$ cat src/rtl/gift_sbox_seq_if.sv
// Handshake bundle for gift_sbox_seq: input state channel and substituted-state output channel.
interface gift_sbox_seq_if #(
  parameter int DATA_W = 64
);
  logic              in_valid;
  logic              in_ready;
  logic [DATA_W-1:0] in_data;
  logic              out_valid;
  logic              out_ready;
  logic [DATA_W-1:0] out_data;

  modport master (
    output in_valid, in_data, out_ready,
    input  in_ready, out_valid, out_data
  );

  modport slave (
    input  in_valid, in_data, out_ready,
    output in_ready, out_valid, out_data
  );
endinterface

$ cat src/rtl/gift_sbox_seq.sv
// Iterative GIFT S-box layer: substitutes LANES nibbles per cycle through a rotating shift register.
// Optional inverse S-box selection is enabled by defining GIFT_SBOX_INV_EN.
module gift_sbox_seq #(
  parameter int DATA_W = 64,
  parameter int LANES  = 4
) (
  input  logic clk,
  input  logic rst,
`ifdef GIFT_SBOX_INV_EN
  input  logic inv,
`endif
  gift_sbox_seq_if.slave bus,
  output logic busy
);

  localparam int SLICE_W = 4 * LANES;
  localparam int N       = DATA_W / SLICE_W;
  localparam int CNT_W   = (N > 1) ? $clog2(N) : 1;

  if ((LANES < 1) || (DATA_W % SLICE_W != 0)) begin : g_param_check
    $error("gift_sbox_seq: DATA_W must be a multiple of 4*LANES and LANES >= 1");
  end

  typedef enum logic [1:0] {
    IDLE = 2'd0,
    BUSY = 2'd1,
    DONE = 2'd2
  } state_t;

  state_t             state_q, state_d;
  logic [CNT_W-1:0]   cnt_q, cnt_d;
  logic [DATA_W-1:0]  data_q, data_d;
  logic [SLICE_W-1:0] lane_out;
  logic [DATA_W-1:0]  substituted;
  logic               in_ready;
  logic               out_valid;
  logic               inv_q, inv_d;
  logic               inv_in;

`ifdef GIFT_SBOX_INV_EN
  assign inv_in = inv;
`else
  assign inv_in = 1'b0;
`endif

  function automatic logic [3:0] sbox_fwd(input logic [3:0] x);
    logic [3:0] y;
    case (x)
      4'h0: y = 4'h1;  4'h1: y = 4'ha;  4'h2: y = 4'h4;  4'h3: y = 4'hc;
      4'h4: y = 4'h6;  4'h5: y = 4'hf;  4'h6: y = 4'h3;  4'h7: y = 4'h9;
      4'h8: y = 4'h2;  4'h9: y = 4'hd;  4'ha: y = 4'hb;  4'hb: y = 4'h7;
      4'hc: y = 4'h5;  4'hd: y = 4'h0;  4'he: y = 4'h8;  default: y = 4'he;
    endcase
    return y;
  endfunction

`ifdef GIFT_SBOX_INV_EN
  function automatic logic [3:0] sbox_inv(input logic [3:0] x);
    logic [3:0] y;
    case (x)
      4'h0: y = 4'hd;  4'h1: y = 4'h0;  4'h2: y = 4'h8;  4'h3: y = 4'h6;
      4'h4: y = 4'h2;  4'h5: y = 4'hc;  4'h6: y = 4'h4;  4'h7: y = 4'hb;
      4'h8: y = 4'he;  4'h9: y = 4'h7;  4'ha: y = 4'h1;  4'hb: y = 4'ha;
      4'hc: y = 4'h3;  4'hd: y = 4'h9;  4'he: y = 4'hf;  default: y = 4'h5;
    endcase
    return y;
  endfunction
`endif

  always_comb begin
    lane_out = '0;
    for (int i = 0; i < LANES; i++) begin
`ifdef GIFT_SBOX_INV_EN
      lane_out[4*i +: 4] = inv_q ? sbox_inv(data_q[4*i +: 4]) : sbox_fwd(data_q[4*i +: 4]);
`else
      lane_out[4*i +: 4] = sbox_fwd(data_q[4*i +: 4]);
`endif
    end
  end

  // Shift-based rotate also covers N==1, where the shift clears the register and the lane fills it.
  assign substituted = (data_q >> SLICE_W) | ({{(DATA_W-SLICE_W){1'b0}}, lane_out} << (DATA_W - SLICE_W));

  always_comb begin
    state_d   = state_q;
    cnt_d     = cnt_q;
    data_d    = data_q;
    inv_d     = inv_q;
    in_ready  = 1'b0;
    out_valid = 1'b0;
    busy      = 1'b0;
    case (state_q)
      IDLE: begin
        in_ready = 1'b1;
        if (bus.in_valid) begin
          data_d  = bus.in_data;
          inv_d   = inv_in;
          cnt_d   = '0;
          state_d = BUSY;
        end
      end
      BUSY: begin
        busy   = 1'b1;
        data_d = substituted;
        cnt_d  = cnt_q + 1'b1;
        if (cnt_q == CNT_W'(N - 1)) begin
          state_d = DONE;
        end
      end
      DONE: begin
        out_valid = 1'b1;
        in_ready  = bus.out_ready;
        if (bus.out_ready) begin
          if (bus.in_valid) begin
            data_d  = bus.in_data;
            inv_d   = inv_in;
            cnt_d   = '0;
            state_d = BUSY;
          end else begin
            state_d = IDLE;
          end
        end
      end
      default: state_d = IDLE;
    endcase
  end

  always_ff @(posedge clk) begin
    if (rst) begin
      state_q <= IDLE;
      cnt_q   <= '0;
      data_q  <= '0;
      inv_q   <= 1'b0;
    end else begin
      state_q <= state_d;
      cnt_q   <= cnt_d;
      data_q  <= data_d;
      inv_q   <= inv_d;
    end
  end

  assign bus.in_ready  = in_ready;
  assign bus.out_valid = out_valid;
  assign bus.out_data  = data_q;

endmodule

$ cat src/flat_wrapper.sv
// flat-port wrapper written by rule: the top's interface ports become plain ports
module gift_sbox_seq_flat 
#(
  parameter int DATA_W = 64,
  parameter int LANES  = 4
)
  (clk, rst, busy, bus_in_valid, bus_in_data, bus_out_ready, bus_in_ready, bus_out_valid, bus_out_data);
  gift_sbox_seq_if #(.DATA_W(DATA_W)) bus_i ();
  input  logic clk;
  input  logic rst;
  output logic busy;
  input wire logic [$bits(bus_i.in_valid)-1:0] bus_in_valid;
  input wire logic [$bits(bus_i.in_data)-1:0] bus_in_data;
  input wire logic [$bits(bus_i.out_ready)-1:0] bus_out_ready;
  output wire logic [$bits(bus_i.in_ready)-1:0] bus_in_ready;
  output wire logic [$bits(bus_i.out_valid)-1:0] bus_out_valid;
  output wire logic [$bits(bus_i.out_data)-1:0] bus_out_data;
  assign bus_i.in_valid = bus_in_valid;
  assign bus_i.in_data = bus_in_data;
  assign bus_i.out_ready = bus_out_ready;
  assign bus_in_ready = bus_i.in_ready;
  assign bus_out_valid = bus_i.out_valid;
  assign bus_out_data = bus_i.out_data;
  gift_sbox_seq #(.DATA_W(DATA_W), .LANES(LANES)) u_core (.clk(clk), .rst(rst), .bus(bus_i), .busy(busy));
endmodule
$ cat config.mk
export PLATFORM = sky130hd
export DESIGN_NAME = gift_sbox_seq_flat
export DESIGN_NICKNAME = d
export VERILOG_FILES = /design/src/rtl/gift_sbox_seq_if.sv /design/src/rtl/gift_sbox_seq.sv /design/src/flat_wrapper.sv
export SDC_FILE = /design/constraint.sdc
export NUM_CORES = 1
export LEC_CHECK = 0
export CELL_PAD_IN_SITES_DETAIL_PLACEMENT = 1
export CELL_PAD_IN_SITES_GLOBAL_PLACEMENT = 1
export CORE_MARGIN = 4
export CORE_UTILIZATION = 34
export CTS_CLUSTER_SIZE = 8
export DETAILED_ROUTE_END_ITERATION = 7
export PLACE_DENSITY = 0.77
export SLEW_MARGIN = 20
export SYNTH_ARGS = -nofsm -noshare
export SYNTH_HDL_FRONTEND = slang
export SYNTH_SLANG_ARGS = --single-unit
$ cat constraint.sdc
create_clock -name clk -period 3.4 [get_ports clk]
set_clock_uncertainty 0.15 [all_clocks]
set_input_delay 0.51 -clock clk [delete_from_list [all_inputs] [get_ports clk]]
set_output_delay 0.51 -clock clk [all_outputs]
set_load 0.01 [all_outputs]
; ---- Yosys cells after proc, flatten, opt, wreduce, memory -nomap -nowiden
; Memory sizes are Yosys's and may differ from the RTL's. A register that Yosys moved wholly into a read port is not among the register bits.
; Cells that the tools add are included.
[classes]
n_addsub = 1
n_eq_ne = 6
n_mux = 22
n_bitwise = 1
n_reduce_logical = 4
[ops]
columns = cell, n
row1 = $pmux 64 s3, 1
row2 = $mux 64, 2
row3 = $or 48x64->64, 1
row4 = $mux 4, 8
row5 = $pmux 2 s3, 2
row6 = $mux 2, 5
row7 = $eq 2x2->1 const B, 2
row8 = $ne 2x2->1 const B, 2
row9 = $mux 1, 3
row10 = $reduce_and 3->1, 1
row11 = $reduce_bool 3->1, 1
row12 = $add 2x1->2 const B, 1
row13 = $eq 2x1->1 const B, 1
row14 = $logic_not 2->1, 1
row15 = $ne 2x1->1 const B, 1
row16 = $pmux 1 s2, 1
row17 = $reduce_and 2->1, 1
[word_totals]
reg_bits = 68
romBits = 256
inputBits = 68
output_inout_bits = 67
wordCells = 41
n_memories = 4
[mem_list]
columns = memory, depth, word_bits, rd, rd_ports_with_merged_regs, wr, line
row1 = (name not given), 16, 4, 1, 1, 0, gift_sbox_seq.sv:48  ; case (x)
row2 = (name not given), 16, 4, 1, 1, 0, gift_sbox_seq.sv:48
row3 = (name not given), 16, 4, 1, 1, 0, gift_sbox_seq.sv:48
row4 = (name not given), 16, 4, 1, 1, 0, gift_sbox_seq.sv:48

; ---- Logic depth before layout (Yosys ltp)
; Gate-level depths: netlist of the first run.
[depth]
depth_word = 5
depth_mapped = 12

; ---- Worst setup path after synthesis of the first run
; No wires, ideal clock.
[synth_timing]
path_kind = in2reg
startpoint = input port bus_in_valid
endpoint = register u_core.lane_out[14] (netlist name)
setup_ns = 0.117
arrival_time_ns = 2.187
required_ns = 3.133
setup_slack_ns = 0.946
stages = 11
path_buffers = 2
path_cell_list = buf_2 buf_2 nand2_1 a22oi_1 o221ai_1 nor2_1 inv_1 ha_1 inv_1 mux2_1 a22o_1
[synth_via]
elab_chain_len = 5
[synth_lines]
columns = item, line
row1 = from (decl), flat_wrapper.sv:12  ; input wire logic [$bits(bus_i.in_valid)-1:0] bus_in_valid;
row2 = $mux 64 (*), n/a
row3 = $mux 64, n/a
row4 = $pmux 64 s3 (*), n/a
row5 = $mux 4 (no line) (*) (2 in series), n/a
; Mark *: on every way between the ends. The rest lies on a longest branch, timed or not. The select of a mux whose other input is x is not followed.
; A chain may end at the register's enable or synchronous reset.

; ---- Worst setup path after layout of the first run
[layout_timing]
startpoint = input port bus_out_ready
endpoint = register u_core.lane_out[6] (netlist name)
[layout_via]
elab_chain_len = 4
[layout_lines]
columns = item, line
row1 = from (decl), flat_wrapper.sv:14  ; input wire logic [$bits(bus_i.out_ready)-1:0] bus_out_ready;
row2 = $ne 2x2->1 (no line), n/a
row3 = $reduce_and 2->1 (no line), n/a
row4 = $mux 4 (no line) (2 in series), n/a
; Every way passes these cells.

==> impl_metrics.csv, run 1 <==
group,metric,value,unit
yosys,synth_area_leader_cell,"dfxtp_1",
sta,min_period_over_period,0.847,
yosys,yosysWarnings,0,
global_route,grt_pass1_wl,25300,µm
placement,hpwl,12000,µm
yosys,yosys.area.top_type_share,0.389,
yosys,synth_nets,591,
critical_path,critPathMostFrequentCell,"inv_1",
clock_tree,cts_tree,"built",
pwr,p_leak,2.30,nW
pwr,ir_drop,224,µV
yosys,yosysSeqAreaShare,0.389,
finish,layout_common_cells,"132 x clkdlybuf4s50_1, 84 x dfxtp_1, 71 x nor2_1",
placement,io_buffers,134,
critical_path,slowest_delay,0.56,ns
finish,fillerInstances,1467,
critical_path,cp_max_fo,10,
sta,hold_viol,0,
sta,drv_slew,0,
floorplanning,ioPinCount,135,
critical_path,cp_slowest_cell,"clkdlybuf4s50_1",
run,drv_cap,0,
global_route,grt_overflow,0,
floorplanning,rows,40,
drt,drc_errors,0,
sta,max-slew-margin-rel,0.629,
clock_tree,cts_root_buf,"clkbuf_16",
sta,setup_violations,0,
drt,dr.pass1.iters,4,
floorplanning,start_util,0.354,
drt,drtAntennaViolNets,0,
global_route,antenna_found_initial,0,
status,status,"finished, final reports clean",
sta,min_period,2.88,ns
yosys,syn_inst,514,
finish,syn2layout_area_growth,41.4,%
drt,drt_iter0_drc,342,
yosys,yosys-top-cells-area,"dfxtp_1 39%, a311oi_1 9.7%, nor2_1 6.2%, nand3_1 5.6%, nand2_1 5.6%",
clock_tree,cts_setup_buffers,0,
placement,gp_congestion,0.858,
clock_tree,hold_buffers,0,
pwr,power_density,499,nW/µm²
global_route,grt_pass1_vias,4629,
yosys,synth_flop_cell,"dfxtp_1",
yosys,synth_seq_cells,84,
floorplanning,dieArea,14600,µm²
yosys,async_flop_share,0,
yosys,synth_cell_types,47,
drt,wire_per_inst,20.1,µm
drt,via_count,4430,
finish,nets,705,
critical_path,path_cells,"clkdlybuf4s50_1 -> nand2b_1 -> a22oi_1 -> o221ai_1 -> nor2_1 -> inv_1 -> ha_1 -> inv_1 -> mux2_2 -> a22o_1",
critical_path,start_kind,"input port",
clock_tree,insertion_delay,0.34,ns
sta,worstMarginPinSlew,0.555,ns
floorplanning,coreArea,12200,µm²
clock_tree,numClockSinks,84,
critical_path,crit_required,3.48,ns
clock_tree,ctsResizeCount,0,
drt,vias_per_cell,5.53,
yosys,synth_edf_count,0,
sta,tns,0,ns
finish,antenna_cells,0,
clock_tree,htree_levels,3,
clock_tree,clk_path_buf_depth,2,
finish,drive_gt1_frac,0.0885,
sta,rsz0062_at_grt,"no",
clock_tree,path_clk_slew,0.06,ns
yosys,syn_area,4320,µm²
global_route,grt_max_degree,59,
floorplanning,die_x,121,µm
sta,fmax,347,MHz
global_route,grt_use_total,0.218,
clock_tree,numCtsBuffers,9,
critical_path,end_kind,"register",
worst_hold_path,hp-class,"reg2reg",
critical_path,path_class,"in2reg",
finish,final_common_cell,"clkdlybuf4s50_1",
yosys,syn_avg_cell_area,8.41,µm²
critical_path,crit_arrival,2.96,ns
pwr,finalPower,3.05,mW
floorplanning,die_h,121,µm
drt,wl,16100,µm
cell usage after synthesis (2+ instances only):
cell	instances
a22o_1	3
o221ai_2	6
o31ai_1	2
o32ai_1	2
buf_2	15
mux2_2	7
or3_1	2
a21oi_1	8
and2_1	6
clkbuf_1	25
mux2i_1	12
inv_2	2
ha_1	9
o21ai_0	4
nor2_1	71
nand2b_1	6
xor2_1	3
nand3_1	48
a311oi_1	48
o221ai_1	5
buf_4	2
a22oi_1	16
o22ai_1	5
mux2_1	4
or4_1	10
nand2_1	64
dfxtp_1	84
a211oi_1	4
nor2b_1	3
inv_1	14
xnor2_1	2
o21a_1	3
buf_6	5
flip-flops by register name, indices dropped and copies added, names as in the netlist:
register             count
u_core.bus.out_data     64
u_core.lane_out         16
u_core.cnt_q             2
u_core.state_q           2
critical path: cells and delay by family:
| kind | cells | cell delay [ns] |
|---|---|---|
| AOI/OAI and AO/OA | 3 | 0.73 |
| buffers and inverters | 3 | 0.70 |
| and+or+nand+nor | 2 | 0.47 |
| adders and majority gates | 1 | 0.28 |
| muxes | 1 | 0.26 |
cell type report:
class	instances	area, µm²	area share
clock buffer	11	253	0.0413
clock inverter	5	82.6	0.0135
timing repair buffer	150	1480	0.242
sequential	84	1680	0.275
multi-input combinational	367	2350	0.384
tap	168	210	0.0344
inverter	16	60.1	0.00982
final timing paths:
path | cells past startpoint | start | endpoint | slack (ns)
setup / recovery | 10 | bus_out_ready | u_core.lane_out[6]$_DFF_P_ | 0.52
hold / removal | 2 | u_core.lane_out[4]$_DFF_P_ | u_core.bus.out_data[52]$_SDFFE_PP0P_ | 0.33
setup reg to reg | 9 | u_core.state_q[0]$_SDFFE_PP0P_ | u_core.lane_out[6]$_DFF_P_ | 0.57
hold reg to reg | 2 | u_core.lane_out[4]$_DFF_P_ | u_core.bus.out_data[52]$_SDFFE_PP0P_ | 0.33
stage by stage:
stage	hold WS, ns	instances	area, µm²	setup slack [ns]	utilization
finish	0.327	801	6110	0.521	0.501
global route	0.350	801	6110	0.316	0.501
CTS	0.329	801	6110	0.550	0.501
detailed placement	0.313	785	5780	0.183	0.473
global placement	0.305	785	5780	0.314	0.473
floorplan	0.290	514	4320	0.946	-
power by group:
| group | total (mW) | internal, mW | switching (mW) |
|---|---|---|---|
| Combinational | 0.769 | 0.381 | 0.389 |
| Sequential | 1.19 | 1.10 | 0.0904 |
| Clock | 1.10 | 0.686 | 0.409 |
| Total | 3.05 | 2.16 | 0.888 |
layer usage:
metal	up-vias	part of all wire	track usage	routed length (µm)
li1	2110	-	-	-
met1	2184	0.42	0.260	6770
met2	113	0.52	0.396	8390
met3	23	0.036	0.0337	573
met4	0	0.025	0.0722	396
met5	-	0	0	0
cell families after synthesis:
logic type | Yosys count | synth area share
buffers and inverters | 63 | 0.0694
XOR/XNOR | 5 | 0.0101
multiplexers | 23 | 0.0564
AO/OA/AOI/OAI | 115 | 0.223
adder cells (fa/ha/maj) | 9 | 0.0260
flip-flops | 84 | 0.389
AND/OR/NAND/NOR | 215 | 0.226
Power figures use the tool's default switching activity.
==> run 2: changes to the inputs <==
clock period = 2.75 ns   (was 3.4 ns; I/O delays follow)
==> run 2 against run 1 <==
Net effect:
- routed wire length is 4.2% higher
- non-clock buffer count is 23 higher
- register-to-register slack got worse by 0.36 ns
- final area is 2.1% higher
- critical path depth did not move
- power is 22% higher
- final cell count is 2.9% higher
- sequential power is 23% higher
- clock-buffer cell count decreased by 1
- critical path type unchanged
- largest power group unchanged
- highest routed layer unchanged
==> impl_metrics.csv, run 2 (same netlist as run 1, synthesis figures left out) <==
group,metric,value,unit
floorplanning,dieArea,14600,µm²
sta,setup_violations,0,
sta,min_period,2.60,ns
sta,worstMarginPinSlew,0.537,ns
drt,dr.pass1.iters,4,
sta,hold_ws,0.327,ns
clock_tree,ctsResizeCount,0,
pwr,ir_drop,307,µV
finish,antenna_cells,0,
critical_path,cp_max_fo,8,
finish,drive_gt1_frac,0.119,
clock_tree,hold_buffers,0,
sta,fin_ws,0.147,ns
pwr,comb_power_share,0.274,
pwr,power.internal,2.58,mW
finish,final_common_cell,"clkdlybuf4s50_1",
global_route,grt_pass1_vias,4871,
pwr,pwr-share-clk,0.334,
clock_tree,clk_path_buf_depth,2,
sta,max-slew-margin-rel,0.642,
clock_tree,htree_levels,3,
pwr,power_density,598,nW/µm²
placement,hpwl,12500,µm
critical_path,rrSetupSlack,0.21,ns
worst_hold_path,hp-class,"reg2reg",
clock_tree,path_clk_slew,0.06,ns
clock_tree,cts_setup_buffers,0,
sta,tns,0,ns
finish,layout_common_cells,"132 x clkdlybuf4s50_1, 84 x dfxtp_1, 71 x nor2_1",
finish,syn2layout_area_growth,44.3,%
drt,drt_iter0_drc,334,
global_route,antenna_found_initial,0,
critical_path,end_kind,"register",
global_route,grt_pass1_wl,26300,µm
clock_tree,numCtsBuffers,9,
critical_path,start_kind,"input port",
finish,largest_register_ffs,64,
sta,rsz0062_at_grt,"no",
pwr,p_switching,1.15,mW
drt,drc_errors,0,
sta,min_period_over_period,0.947,
critical_path,path_cells,"clkdlybuf4s50_1 -> nand2b_1 -> buf_4 -> a22oi_1 -> o221ai_1 -> nor2_1 -> inv_1 -> ha_1 -> mux2_2 -> o22ai_1",
placement,dp_worst_setup_slack,-0.146,ns
floorplanning,die_x,121,µm
run,drv_cap,0,
status,status,"finished, final reports clean",
floorplanning,start_util,0.354,
finish,nets,728,
floorplanning,die_h,121,µm
global_route,grt_use_total,0.227,
critical_path,crit_required,2.86,ns
pwr,sw_frac_of_total,0.307,
sta,drv_slew,0,
pwr,seqPwrFrac,0.392,
critical_path,slowest_delay,0.48,ns
global_route,grt_max_degree,68,
critical_path,path_class,"in2reg",
pwr,p_leak,2.38,nW
placement,io_buffers,134,
drt,vias_per_cell,5.56,
placement,gp_congestion,0.871,
clock_tree,numClockSinks,84,
critical_path,cp_slowest_cell,"clkdlybuf4s50_1",
clock_tree,insertion_delay,0.34,ns
floorplanning,coreArea,12200,µm²
global_route,grt_overflow,0,
floorplanning,rows,40,
drt,drtAntennaViolNets,0,
critical_path,crit_arrival,2.72,ns
drt,via_count,4580,
drt,wire_per_inst,20.4,µm
drt,wl,16800,µm
pwr,finalPower,3.73,mW
sta,hold_viol,0,
sta,fmax,384,MHz
floorplanning,ioPinCount,135,
clock_tree,cts_tree,"built",
clock_tree,cts_root_buf,"clkbuf_16",
[run 2: cell count changes in the layout (fill, tap and decap cells not counted), sizes merged]
cell and change:
buf +23, bufinv -1, clkbuf -1, clkinvlp +1, inv +1
[run 2: power by group through the flow]
stage | registers, mW | logic, mW | clock network [mW]
2_1_floorplan | 1.49 | 0.497 | 0
3_3_place_gp | 1.49 | 0.970 | 0
3_5_place_dp | 1.49 | 1.02 | 0
4_1_cts | 1.46 | 1.03 | 1.26
5_1_grt | 1.48 | 1.10 | 1.32
6_report | 1.46 | 1.02 | 1.24
[run 2: critical path, delay by kind of cell]
| family | cells | cell delay, ns |
|---|---|---|
| AOI/OAI and AO/OA | 3 | 0.46 |
| adders and majority gates | 1 | 0.34 |
| buffers and inverters | 3 | 0.82 |
| muxes | 1 | 0.28 |
| and+or+nand+nor | 2 | 0.39 |
[run 2: area by class of cell]
cell class	instances	area, µm²
Fill cell	1469	5970
Multi-Input combinational cell	367	2350
Sequential cell	84	1680
Timing Repair Buffer	173	1640
Clock buffer	10	229
Tap cell	168	210
Clock inverter	6	72.6
Inverter	16	60.1
[run 2: path summary, 6_finish.rpt]
kind,startpoint,end,cells past startpoint
setup / recovery,bus_out_ready,u_core.lane_out[10]$_DFF_P_,10
hold / removal,u_core.lane_out[10]$_DFF_P_,u_core.bus.out_data[58]$_SDFFE_PP0P_,2
hold reg to reg,u_core.lane_out[10]$_DFF_P_,u_core.bus.out_data[58]$_SDFFE_PP0P_,2
setup reg to reg,u_core.state_q[0]$_SDFFE_PP0P_,u_core.lane_out[10]$_DFF_P_,9
[run 2: metrics by stage]
stage	utilization	cells	area (µm²)
floorplan	-	514	4320
global placement	0.486	808	5940
detailed placement	0.486	808	5940
CTS	0.511	824	6240
global route	0.511	824	6240
finish	0.511	824	6240
[run 2: layer usage]
layer	vias up	wire [µm]	part of all wire	global-route usage
met5	-	0	0	0
met4	0	606	0.036	0.0992
met3	43	536	0.032	0.0299
met2	122	8840	0.53	0.424
met1	2260	6820	0.41	0.257
li1	2155	-	-	-
==> run 3: changes to the inputs <==
GPL_TIMING_DRIVEN = 0   (was unset)
clock period = 2.5 ns   (was 2.75 ns; I/O delays follow)
==> run 3 against run 2 <==
Net effect:
- critical path depth increased by 2
- die area did not move
- combinational power rose by 18%
- largest power group unchanged
- clock power is 15% higher
- sequential share of layout area fell by 1.1 points
- register-to-register slack lost 0.15 ns
- first-iteration DRC count grew 0.30%
- sequential power is 10% higher
- via count increased by 3.2%
- worst hold slack lost 0.014 ns
==> impl_metrics.csv, run 3 (same netlist as run 1, synthesis figures left out) <==
group,metric,value,unit
status,status,"finished, final reports clean",
drt,drt_iter0_drc,335,
finish,layout_common_cells,"131 x clkdlybuf4s50_1, 84 x dfxtp_1, 66 x nor2_1",
placement,dp_worst_setup_slack,-1.14,ns
drt,via_count,4727,
clock_tree,numClockSinks,84,
sta,drv_slew,0,
finish,finish.utilization,0.533,
sta,min_period,2.44,ns
global_route,antenna_found_initial,0,
finish,largest_register_ffs,64,
finish,seqCellArea,1680,µm²
pwr,finalPower,4.24,mW
placement,gp_congestion,0.904,
pwr,ir_drop,557,µV
sta,max-slew-margin-rel,0.583,
finish,antenna_cells,0,
clock_tree,clk_path_buf_depth,2,
critical_path,cp_max_fo,10,
global_route,grt_use_total,0.250,
critical_path,crit_arrival,2.56,ns
critical_path,path_class,"reg2reg",
floorplanning,coreArea,12200,µm²
finish,multi_input_area,2490,µm²
finish,syn2layout_area_growth,50.6,%
clock_tree,insertion_delay,0.35,ns
drt,wl_met2,9020,µm
drt,dr.pass1.iters,5,
worst_hold_path,hold_depth,2,
clock_tree,path_clk_slew,0.06,ns
finish,nets,747,
sta,rsz0062_at_grt,"yes",
clock_tree,hold_buffers,0,
finish,final_common_cell,"clkdlybuf4s50_1",
pwr,power_density,651,nW/µm²
sta,hold_viol,0,
drt,wl,18200,µm
drt,maxUsedRoutingLayer,"met4",
run,drv_cap,0,
finish,drive_gt1_frac,0.153,
drt,drc_errors,0,
drt,drtAntennaViolNets,0,
finish,fillerInstances,1447,
critical_path,start_kind,"register",
sta,hold_ws,0.313,ns
critical_path,path_cells,"buf_6 -> nand2b_4 -> buf_6 -> buf_12 -> buf_12 -> o311a_1 -> a221o_1 -> and2_4 -> inv_4 -> ha_4 -> mux2_4 -> o22ai_2",
sta,tns,0,ns
drt,wl_met1,7770,µm
placement,dp_cells,816,
global_route,grt_pass1_wl,27900,µm
critical_path,slowest_delay,0.31,ns
worst_hold_path,hp-class,"reg2reg",
drt,wire_per_inst,21.6,µm
critical_path,cp_slowest_cell,"dfxtp_1",
floorplanning,start_util,0.354,
critical_path,rr_worst_depth,12,
floorplanning,rows,40,
placement,hpwl,13900,µm
finish,fin_cells,841,
global_route,grt_pass1_vias,4994,
placement,dpl_cell_area,5880,µm²
sta,fin_ws,0.0623,ns
floorplanning,die_h,121,µm
drt,wl_met3,963,µm
drt,vias_per_cell,5.62,
global_route,grt_max_degree,13,
sta,worstMarginPinSlew,0.626,ns
critical_path,crit_required,2.63,ns
clock_tree,htree_levels,3,
floorplanning,ioPinCount,135,
placement,io_buffers,134,
clock_tree,cts_tree,"built",
sta,setup_violations,0,
sta,min_period_over_period,0.975,
global_route,grt_overflow,0,
clock_tree,cts_root_buf,"clkbuf_16",
floorplanning,dieArea,14600,µm²
finish,fin_area,6510,µm²
pwr,p_leak,2.45,nW
sta,fmax,410,MHz
clock_tree,numCtsBuffers,9,
critical_path,end_kind,"register",
floorplanning,die_x,121,µm
run 3: cell count changes in the layout (fill, tap and decap cells not counted), sizes merged:
cell,before,now
dlygate4sd2,0,2
inv,18,16
clkinvlp,1,0
dlymetal6s2s,0,1
bufinv,1,2
clkdlybuf4s50,132,131
buf,41,33
clkbuf,10,37
clkinv,2,0
run 3: power breakdown:
group          internal [mW]  switching [mW]
Sequential              1.49           0.121
Combinational          0.593           0.604
Clock                  0.893           0.535
run 3: worst max-delay path, delay by kind of cell, from the launching register on:
kind,cells,cell delay [ns]
buffers and inverters,5,0.62
AOI/OAI and AO/OA,3,0.50
and+or+nand+nor,2,0.32
DFF,1,0.31
muxes,1,0.27
adders and majority gates,1,0.19
run 3: repair_timing:
| item | in CTS | in global routing |
|---|---|---|
| gates resized for setup | 28 | 36 |
| buffers inserted | 4 | 8 |
| endpoints found under the hold margin | 0 | 0 |
| pin swaps | 4 | 17 |
| setup endpoints to repair | 32 | 11 |
run 3: layout make-up:
class,instances,share of cell area
Multi-Input combinational cell,367,0.383
Sequential cell,84,0.258
Timing Repair Buffer,146,0.222
Buffer,46,0.0475
Clock buffer,12,0.0378
Tap cell,168,0.0323
Inverter,16,0.0104
Clock inverter,2,0.00922
run 3: path summary, 6_finish.rpt:
| kind | endpoint | from | slack (ns) |
|---|---|---|---|
| worst max register to register | u_core.lane_out[10]$_DFF_P_ | u_core.state_q[1]$_SDFFE_PP0P_ | 0.06 |
| worst min-delay path | u_core.bus.out_data[63]$_SDFFE_PP0P_ | u_core.lane_out[15]$_DFF_P_ | 0.31 |
| worst max-delay path | u_core.lane_out[10]$_DFF_P_ | u_core.state_q[1]$_SDFFE_PP0P_ | 0.06 |
| worst min register to register | u_core.bus.out_data[63]$_SDFFE_PP0P_ | u_core.lane_out[15]$_DFF_P_ | 0.31 |
run 3: routing by layer:
layer,global-route usage,vias up
met5,0,-
met4,0.0807,0
met3,0.0603,32
met2,0.427,164
met1,0.310,2338
li1,-,2193
